[config.mk]
export PLATFORM = sky130hd
export DESIGN_NAME = alu_byte_seq_flat
export DESIGN_NICKNAME = d
export VERILOG_FILES = /design/src/rtl/alu_byte_seq_if.sv /design/src/rtl/alu_byte_seq.sv /design/src/flat_wrapper.sv
export SDC_FILE = /design/constraint.sdc
export NUM_CORES = 1
export LEC_CHECK = 0
export ABC_CLOCK_PERIOD_IN_PS = 5200
export BUFFER_PORTS_ARGS = -buffer_cell sky130_fd_sc_hd__buf_2
export CORE_MARGIN = 3
export CORE_UTILIZATION = 50
export DETAILED_ROUTE_END_ITERATION = 10
export HOLD_SLACK_MARGIN = 0.15
export PLACE_DENSITY = 0.79
export SKIP_CTS_REPAIR_TIMING = 1
export SYNTH_ARGS = -nofsm -noshare
export SYNTH_HDL_FRONTEND = slang
export SYNTH_SLANG_ARGS = --single-unit
[constraint.sdc]
create_clock -name clk -period 5.2 [get_ports clk]
set_input_delay 0.78 -clock clk [delete_from_list [all_inputs] [get_ports clk]]
set_output_delay 0.78 -clock clk [all_outputs]
set_load 0.01 [all_outputs]
[src/rtl/alu_byte_seq_if.sv]
// Bundle of the control-unit request/response signals and the byte-wide ALU bus.
// master = control unit plus ALU side, slave = the byte sequencer.
interface alu_byte_seq_if #(
  parameter int NBYTES = 2
);
  logic                  start;
  logic [1:0]            op;
  logic                  cin;
  logic [8*NBYTES-1:0]   a;
  logic [8*NBYTES-1:0]   b;
  logic                  busy;
  logic                  done;
  logic [8*NBYTES-1:0]   result;
  logic                  cout;
  logic                  zero;
  logic                  parity;
  logic [3:0]            alu_cmd;
  logic [7:0]            alu_inA;
  logic [7:0]            alu_inB;
  logic                  alu_sc_i;
  logic [7:0]            alu_rslt;
  logic                  alu_sc_o;

  modport master (
    output start, op, cin, a, b, alu_rslt, alu_sc_o,
    input  busy, done, result, cout, zero, parity,
    input  alu_cmd, alu_inA, alu_inB, alu_sc_i
  );

  modport slave (
    input  start, op, cin, a, b, alu_rslt, alu_sc_o,
    output busy, done, result, cout, zero, parity,
    output alu_cmd, alu_inA, alu_inB, alu_sc_i
  );
endinterface

[src/rtl/alu_byte_seq.sv]
// Steps an 8-bit ALU across NBYTES operand bytes, LSB first, chaining the
// carry through a register and reporting the wide result with flags.
module alu_byte_seq #(
  parameter int NBYTES = 2
) (
  input  logic          clk,
  input  logic          rst,
  alu_byte_seq_if.slave bus
);
  localparam int W  = 8 * NBYTES;
  localparam int IW = $clog2(NBYTES) + 1;
  localparam logic [IW-1:0] LAST_IDX = IW'(NBYTES - 1);
  localparam logic [1:0] OP_ADD = 2'b00;
  localparam logic [1:0] OP_MOV = 2'b01;
  localparam logic [1:0] OP_XOR = 2'b10;

  typedef enum logic [1:0] {IDLE, RUN, DONE} state_t;

  state_t          state_q, state_d;
  logic [IW-1:0]   idx_q, idx_d;
  logic            carry_q, carry_d;
  logic            cout_q, cout_d;
  logic [1:0]      op_q, op_d;
  logic [W-1:0]    a_q, a_d;
  logic [W-1:0]    b_q, b_d;
  logic [W-1:0]    result_q, result_d;
  logic [NBYTES-1:0] byte_hit;
  logic [7:0]      byte_a, byte_b;

  for (genvar gi = 0; gi < NBYTES; gi++) begin : g_hit
    assign byte_hit[gi] = (idx_q == IW'(gi));
  end

  always_comb begin
    byte_a = '0;
    byte_b = '0;
    for (int i = 0; i < NBYTES; i++) begin
      if (byte_hit[i]) begin
        byte_a = a_q[8*i +: 8];
        byte_b = b_q[8*i +: 8];
      end
    end
  end

  always_comb begin
    state_d      = state_q;
    idx_d        = idx_q;
    carry_d      = carry_q;
    cout_d       = cout_q;
    op_d         = op_q;
    a_d          = a_q;
    b_d          = b_q;
    result_d     = result_q;
    bus.alu_cmd  = 4'b0000;
    bus.alu_inA  = '0;
    bus.alu_inB  = '0;
    bus.alu_sc_i = 1'b0;
    case (state_q)
      IDLE: begin
        if (bus.start) begin
          a_d      = bus.a;
          b_d      = bus.b;
          op_d     = bus.op;
          idx_d    = '0;
          carry_d  = (bus.op == OP_ADD) & bus.cin;
          result_d = '0;
          cout_d   = 1'b0;
          state_d  = RUN;
        end
      end
      RUN: begin
        case (op_q)
          OP_ADD:  bus.alu_cmd = 4'b0000;
          OP_MOV:  bus.alu_cmd = 4'b0010;
          OP_XOR:  bus.alu_cmd = 4'b0100;
          default: bus.alu_cmd = 4'b1110;
        endcase
        bus.alu_inA  = byte_a;
        bus.alu_inB  = byte_b;
        bus.alu_sc_i = carry_q;
        for (int i = 0; i < NBYTES; i++) begin
          if (byte_hit[i]) result_d[8*i +: 8] = bus.alu_rslt;
        end
        carry_d = (op_q == OP_ADD) & bus.alu_sc_o;
        idx_d   = idx_q + 1'b1;
        // Termination is by compare on the last byte, never by index overflow.
        if (idx_q == LAST_IDX) begin
          cout_d  = carry_d;
          state_d = DONE;
        end
      end
      DONE:    state_d = IDLE;
      default: state_d = IDLE;
    endcase
  end

  always_ff @(posedge clk or posedge rst) begin
    if (rst) begin
      state_q  <= IDLE;
      idx_q    <= '0;
      carry_q  <= 1'b0;
      cout_q   <= 1'b0;
      op_q     <= 2'b00;
      a_q      <= '0;
      b_q      <= '0;
      result_q <= '0;
    end else begin
      state_q  <= state_d;
      idx_q    <= idx_d;
      carry_q  <= carry_d;
      cout_q   <= cout_d;
      op_q     <= op_d;
      a_q      <= a_d;
      b_q      <= b_d;
      result_q <= result_d;
    end
  end

  assign bus.busy   = (state_q == RUN);
  assign bus.done   = (state_q == DONE);
  assign bus.result = result_q;
  assign bus.cout   = cout_q;
  assign bus.zero   = ~|result_q;
  assign bus.parity = ^result_q;
endmodule

[src/flat_wrapper.sv]
// flat-port wrapper written by rule: the top's interface ports become plain ports
module alu_byte_seq_flat 
#(
  parameter int NBYTES = 2
)
  (clk, rst, bus_start, bus_op, bus_cin, bus_a, bus_b, bus_alu_rslt, bus_alu_sc_o, bus_busy, bus_done, bus_result, bus_cout, bus_zero, bus_parity, bus_alu_cmd, bus_alu_inA, bus_alu_inB, bus_alu_sc_i);
  alu_byte_seq_if #(.NBYTES(NBYTES)) bus_i ();
  input  logic clk;
  input  logic rst;
  input wire logic [$bits(bus_i.start)-1:0] bus_start;
  input wire logic [$bits(bus_i.op)-1:0] bus_op;
  input wire logic [$bits(bus_i.cin)-1:0] bus_cin;
  input wire logic [$bits(bus_i.a)-1:0] bus_a;
  input wire logic [$bits(bus_i.b)-1:0] bus_b;
  input wire logic [$bits(bus_i.alu_rslt)-1:0] bus_alu_rslt;
  input wire logic [$bits(bus_i.alu_sc_o)-1:0] bus_alu_sc_o;
  output wire logic [$bits(bus_i.busy)-1:0] bus_busy;
  output wire logic [$bits(bus_i.done)-1:0] bus_done;
  output wire logic [$bits(bus_i.result)-1:0] bus_result;
  output wire logic [$bits(bus_i.cout)-1:0] bus_cout;
  output wire logic [$bits(bus_i.zero)-1:0] bus_zero;
  output wire logic [$bits(bus_i.parity)-1:0] bus_parity;
  output wire logic [$bits(bus_i.alu_cmd)-1:0] bus_alu_cmd;
  output wire logic [$bits(bus_i.alu_inA)-1:0] bus_alu_inA;
  output wire logic [$bits(bus_i.alu_inB)-1:0] bus_alu_inB;
  output wire logic [$bits(bus_i.alu_sc_i)-1:0] bus_alu_sc_i;
  assign bus_i.start = bus_start;
  assign bus_i.op = bus_op;
  assign bus_i.cin = bus_cin;
  assign bus_i.a = bus_a;
  assign bus_i.b = bus_b;
  assign bus_i.alu_rslt = bus_alu_rslt;
  assign bus_i.alu_sc_o = bus_alu_sc_o;
  assign bus_busy = bus_i.busy;
  assign bus_done = bus_i.done;
  assign bus_result = bus_i.result;
  assign bus_cout = bus_i.cout;
  assign bus_zero = bus_i.zero;
  assign bus_parity = bus_i.parity;
  assign bus_alu_cmd = bus_i.alu_cmd;
  assign bus_alu_inA = bus_i.alu_inA;
  assign bus_alu_inB = bus_i.alu_inB;
  assign bus_alu_sc_i = bus_i.alu_sc_i;
  alu_byte_seq #(.NBYTES(NBYTES)) u_core (.clk(clk), .rst(rst), .bus(bus_i));
endmodule
==> results.txt <==
----------------------------------------------------
[Outcome]
  Status ... finished, final reports clean

[STA]
  Transition time of the tightest slew-check pin ... 0.924 ns
  Final Hold Vio Count ... 0
  Unrepaired setup endpoints after global routing ... false
  Upper clock frequency limit ... 343 MHz
  Layout Skew ... 0.00533 ns
  Number of slew-limit violations in the final report ... 0
  Summed negative setup slack over all endpoints ... 0 ns
  Clock period minus final worst setup slack ... 2.91 ns
  Relative slew slack ... 38.4%
  Share of the clock period used by the worst path ... 56.0%
  Final count of negative-setup-slack endpoints ... 0
  Worst Hold Slack ... 0.505 ns

[Finish]
  Fraction of final layout cells sized beyond drive strength 1 ... 46.2%
  N_diodes ... 0
  Post-layout net count ... 345
  Area growth from synthesis to final layout ... 20.1%

[Yosys]
  Synth Warn # ... 0
  Cell area after technology mapping ... 0.00263 mm^2
  Complex-gate fraction of the synthesized area ... 13.2%
  Avg Synthesized Cell Area ... 12.8 um^2
  Net count after synthesis ... 262
  Adder and majority cell fraction of the synthesized area ... 4.76%
  Library cells used by synthesis ... 28
  Register area share after synthesis ... 53.3%
  Xor and xnor area share after synthesis ... 2.33%
  Cell count after synthesis ... 205
  Number of register bits inferred by synthesis ... 56
  Fraction of the mapped netlist area in simple logic gates ... 5.52%
  Multiplexer area fraction after synthesis ... 14.6%
  Main combinational cell family by area after synthesis ... multiplexers

[Worst setup path]
  CP Class ... reg -> out
  Cells on worst reg2reg path ... 5
  Cells along the critical path ... inv_1 > ha_1 > and3b_1 > a22o_1 > buf_2
  Launch instance of the worst register-to-register path ... u_core.idx_q[1]$_DFFE_PP0P_
  Category of the worst setup path capture point ... output pin
  Data required time at the worst endpoint ... 4.42 ns
  Start point of the critical path ... u_core.idx_q[1]$_DFFE_PP0P_
  Reg2Reg Capture Point ... u_core.bus.cout$_DFFE_PP0P_
  Type of element launching the critical path ... flop
  Cell with the biggest individual delay on the critical path ... sky130_fd_sc_hd__and3b_1
  Capturing element of the worst setup path ... bus_alu_inA[0]
  Critical Path Fanout Max ... 24
  Arrival time reported for the critical path endpoint ... 2.13 ns
  Largest stage delay, worst path ... 0.78 ns
  Register-to-register setup slack ... 3.12 ns

[Die]
  Std-Cell Core Area ... 0.00491 mm^2
  Vert. Die Dim ... 78.5 um
  IO Pins ... 89
  Row count ... 25
  Die width ... 78.5 um
  Die Outline Area ... 0.00617 mm^2
  Initial standard-cell utilization of the core ... 53.6%

[GRT]
  Overflow left after global routing ... 0
  Global-route wire length before repair ... 8.62 mm
  Tot GR Track Use ... 17.9%
  Initial antenna violation count ... 0
  Number of global-route vias before repair ... 1828
  Largest net degree at the start of global routing ... 57

[Hold path]
  HP Class ... reg -> reg
  Hold path cells ... 2

[Power]
  Internal power contribution ... 1300 uW
  Sequential share of power ... 37.9%
  Comb power frac ... 51.4%
  P_leak ... 0.00161 uW
  P per Cell Area ... 658 mW/mm^2
  Sw frac ... 37.7%
  Peak supply drop ... 427 uV
  Clk network pwr share ... 10.7%
  Net Sw Power ... 783 uW

[Routing]
  TritonRoute pass-1 iters ... 4
  Vias after detailed routing ... 1865
  Average routed wire per standard cell ... 15.0 um
  DRC ... 0
  Number of vias per cell after detailed routing ... 5.25
  Final WL ... 5.31 mm
  Antenna Nets Post-Route ... 0
  Number of violations reported at the end of detailed-routing iteration 0 ... 92

[Placed design]
  Count of port buffers added during placement ... 87
  Detailed placement HPWL ... 3.86 mm
  Placer congestion estimate ... 0.736

[Clock tree]
  Clock sink count ... 56
  Clock tree from TritonCTS ... done
  Insertion delay to the later sink of the worst-skew pair ... 0.31 ns
  Clock root buffer ... sky130_fd_sc_hd__clkbuf_8
  Clock-pin transition on the worst setup and hold timing paths ... 0.09 ns
  Clock buffer count from CTS ... 5
  Number of levels the H-tree was split into ... 2
  Max Buffers Root-to-Sink ... 2

[Flow run]
  Max-cap violations ... 0

----------------------------------------------------
## power groups by stage
stage               registers [uW]  logic [uW]  clock network, uW
floorplan                      771         806                  0
global placement               785        1060                  0
detailed placement             792        1090                  0
CTS                            786        1090                229
global route                   817        1200                246
finish                         787        1070                222
## sequential cells by signal, summed over array words and instances (netlist names)
name	count
u_core.state_q	2
u_core.b_q	16
u_core.bus.cout	1
u_core.a_q	16
u_core.idx_q	2
u_core.bus.result	16
u_core.carry_q	1
u_core.op_q	2
## cell usage after synthesis
cell,number,area (um^2)
sky130_fd_sc_hd__o31ai_1,1,7.51
sky130_fd_sc_hd__a21o_1,1,7.51
sky130_fd_sc_hd__nand2_1,6,22.5
sky130_fd_sc_hd__xnor2_1,6,52.6
sky130_fd_sc_hd__a32oi_1,1,8.76
sky130_fd_sc_hd__clkbuf_1,2,7.51
sky130_fd_sc_hd__buf_2,5,25.0
sky130_fd_sc_hd__nand4_1,2,12.5
sky130_fd_sc_hd__buf_4,3,22.5
sky130_fd_sc_hd__and2b_1,2,15.0
sky130_fd_sc_hd__nor3b_2,1,12.5
sky130_fd_sc_hd__and2_4,1,8.76
sky130_fd_sc_hd__nor3b_1,1,7.51
sky130_fd_sc_hd__and3b_1,2,17.5
sky130_fd_sc_hd__dfrtp_1,56,1400
sky130_fd_sc_hd__conb_1,1,3.75
sky130_fd_sc_hd__nor2_1,3,11.3
sky130_fd_sc_hd__xor2_1,1,8.76
sky130_fd_sc_hd__nor2_2,1,6.26
sky130_fd_sc_hd__o21bai_1,1,7.51
sky130_fd_sc_hd__ha_1,10,125
sky130_fd_sc_hd__and2_1,3,18.8
sky130_fd_sc_hd__mux2_2,34,383
sky130_fd_sc_hd__buf_6,3,33.8
sky130_fd_sc_hd__inv_1,20,75.1
sky130_fd_sc_hd__nor2b_1,1,6.26
sky130_fd_sc_hd__a22o_1,36,315
sky130_fd_sc_hd__and3_1,1,6.26
## placed cells by master (no fill, tap or decap), drive strengths merged, types with 2 or more instances in the layout
cell / instances
a22o: 36
and2: 4
and2b: 2
and3b: 2
buf: 89
clkbuf: 6
dfrtp: 56
ha: 10
inv: 20
mux2: 34
nand2: 6
nand4: 2
nor2: 4
nor3b: 2
xnor2: 6
## per-layer routing
metal  part of all wire (%)  track usage (%)  vias to the layer above
li1                       -                -                      886
met1                     43             24.0                      911
met2                     48             27.8                       62
met3                    8.0             5.16                        6
met4                    1.1             6.29                        0
met5                      0                0                        -
## through the flow
stage | area [um^2] | total power, uW | utilization [%] | cells | setup slack (ns)
after floorplan | 2630 | 1580 | - | 205 | 2.95
after global placement | 3080 | 1850 | 62.8 | 348 | 2.66
after detailed placement | 3080 | 1880 | 62.8 | 348 | 2.59
after CTS | 3160 | 2110 | 64.3 | 355 | 2.24
after global routing | 3160 | 2260 | 64.3 | 355 | 2.12
final | 3160 | 2080 | 64.3 | 355 | 2.29
## cells by family after synthesis
family          after synthesis
xor+xnor                      7
simple gates                 24
buf+inv                      33
compound gates               40
fa+ha+maj                    10
flops                        56
mux                          34
other cells                   1
## worst min-delay path by stage
| stage | from | endpoint |
|---|---|---|
| 3_5_place_dp | u_core.carry_q$_DFFE_PP0P_ | u_core.carry_q$_DFFE_PP0P_ |
| 5_1_grt | u_core.bus.cout$_DFFE_PP0P_ | u_core.bus.cout$_DFFE_PP0P_ |
| 3_3_place_gp | u_core.carry_q$_DFFE_PP0P_ | u_core.carry_q$_DFFE_PP0P_ |
| 4_1_cts | u_core.carry_q$_DFFE_PP0P_ | u_core.carry_q$_DFFE_PP0P_ |
| 6_report | u_core.carry_q$_DFFE_PP0P_ | u_core.carry_q$_DFFE_PP0P_ |
| 2_1_floorplan | u_core.carry_q$_DFFE_PP0P_ | u_core.carry_q$_DFFE_PP0P_ |
## critical path: cells and delay by family (launching register included)
kind	cells	cell delay, ns
flip-flops	1	0.37
AO/OA/AOI/OAI	1	0.28
adder cells (fa/ha/maj)	1	0.18
AND/OR/NAND/NOR	1	0.78
buffers and inverters	2	0.21
## area by class of cell
cell class / instances / area [um^2]
Clock buffer: 6 / 72.6
Clock inverter: 1 / 5.00
Fill cell: 417 / 1750
Inverter: 20 / 75.1
Multi-Input combinational cell: 116 / 1070
Sequential cell: 56 / 1400
Tap cell: 67 / 83.8
Timing Repair Buffer: 89 / 450
No activity file was read; power rests on OpenSTA's default activity.
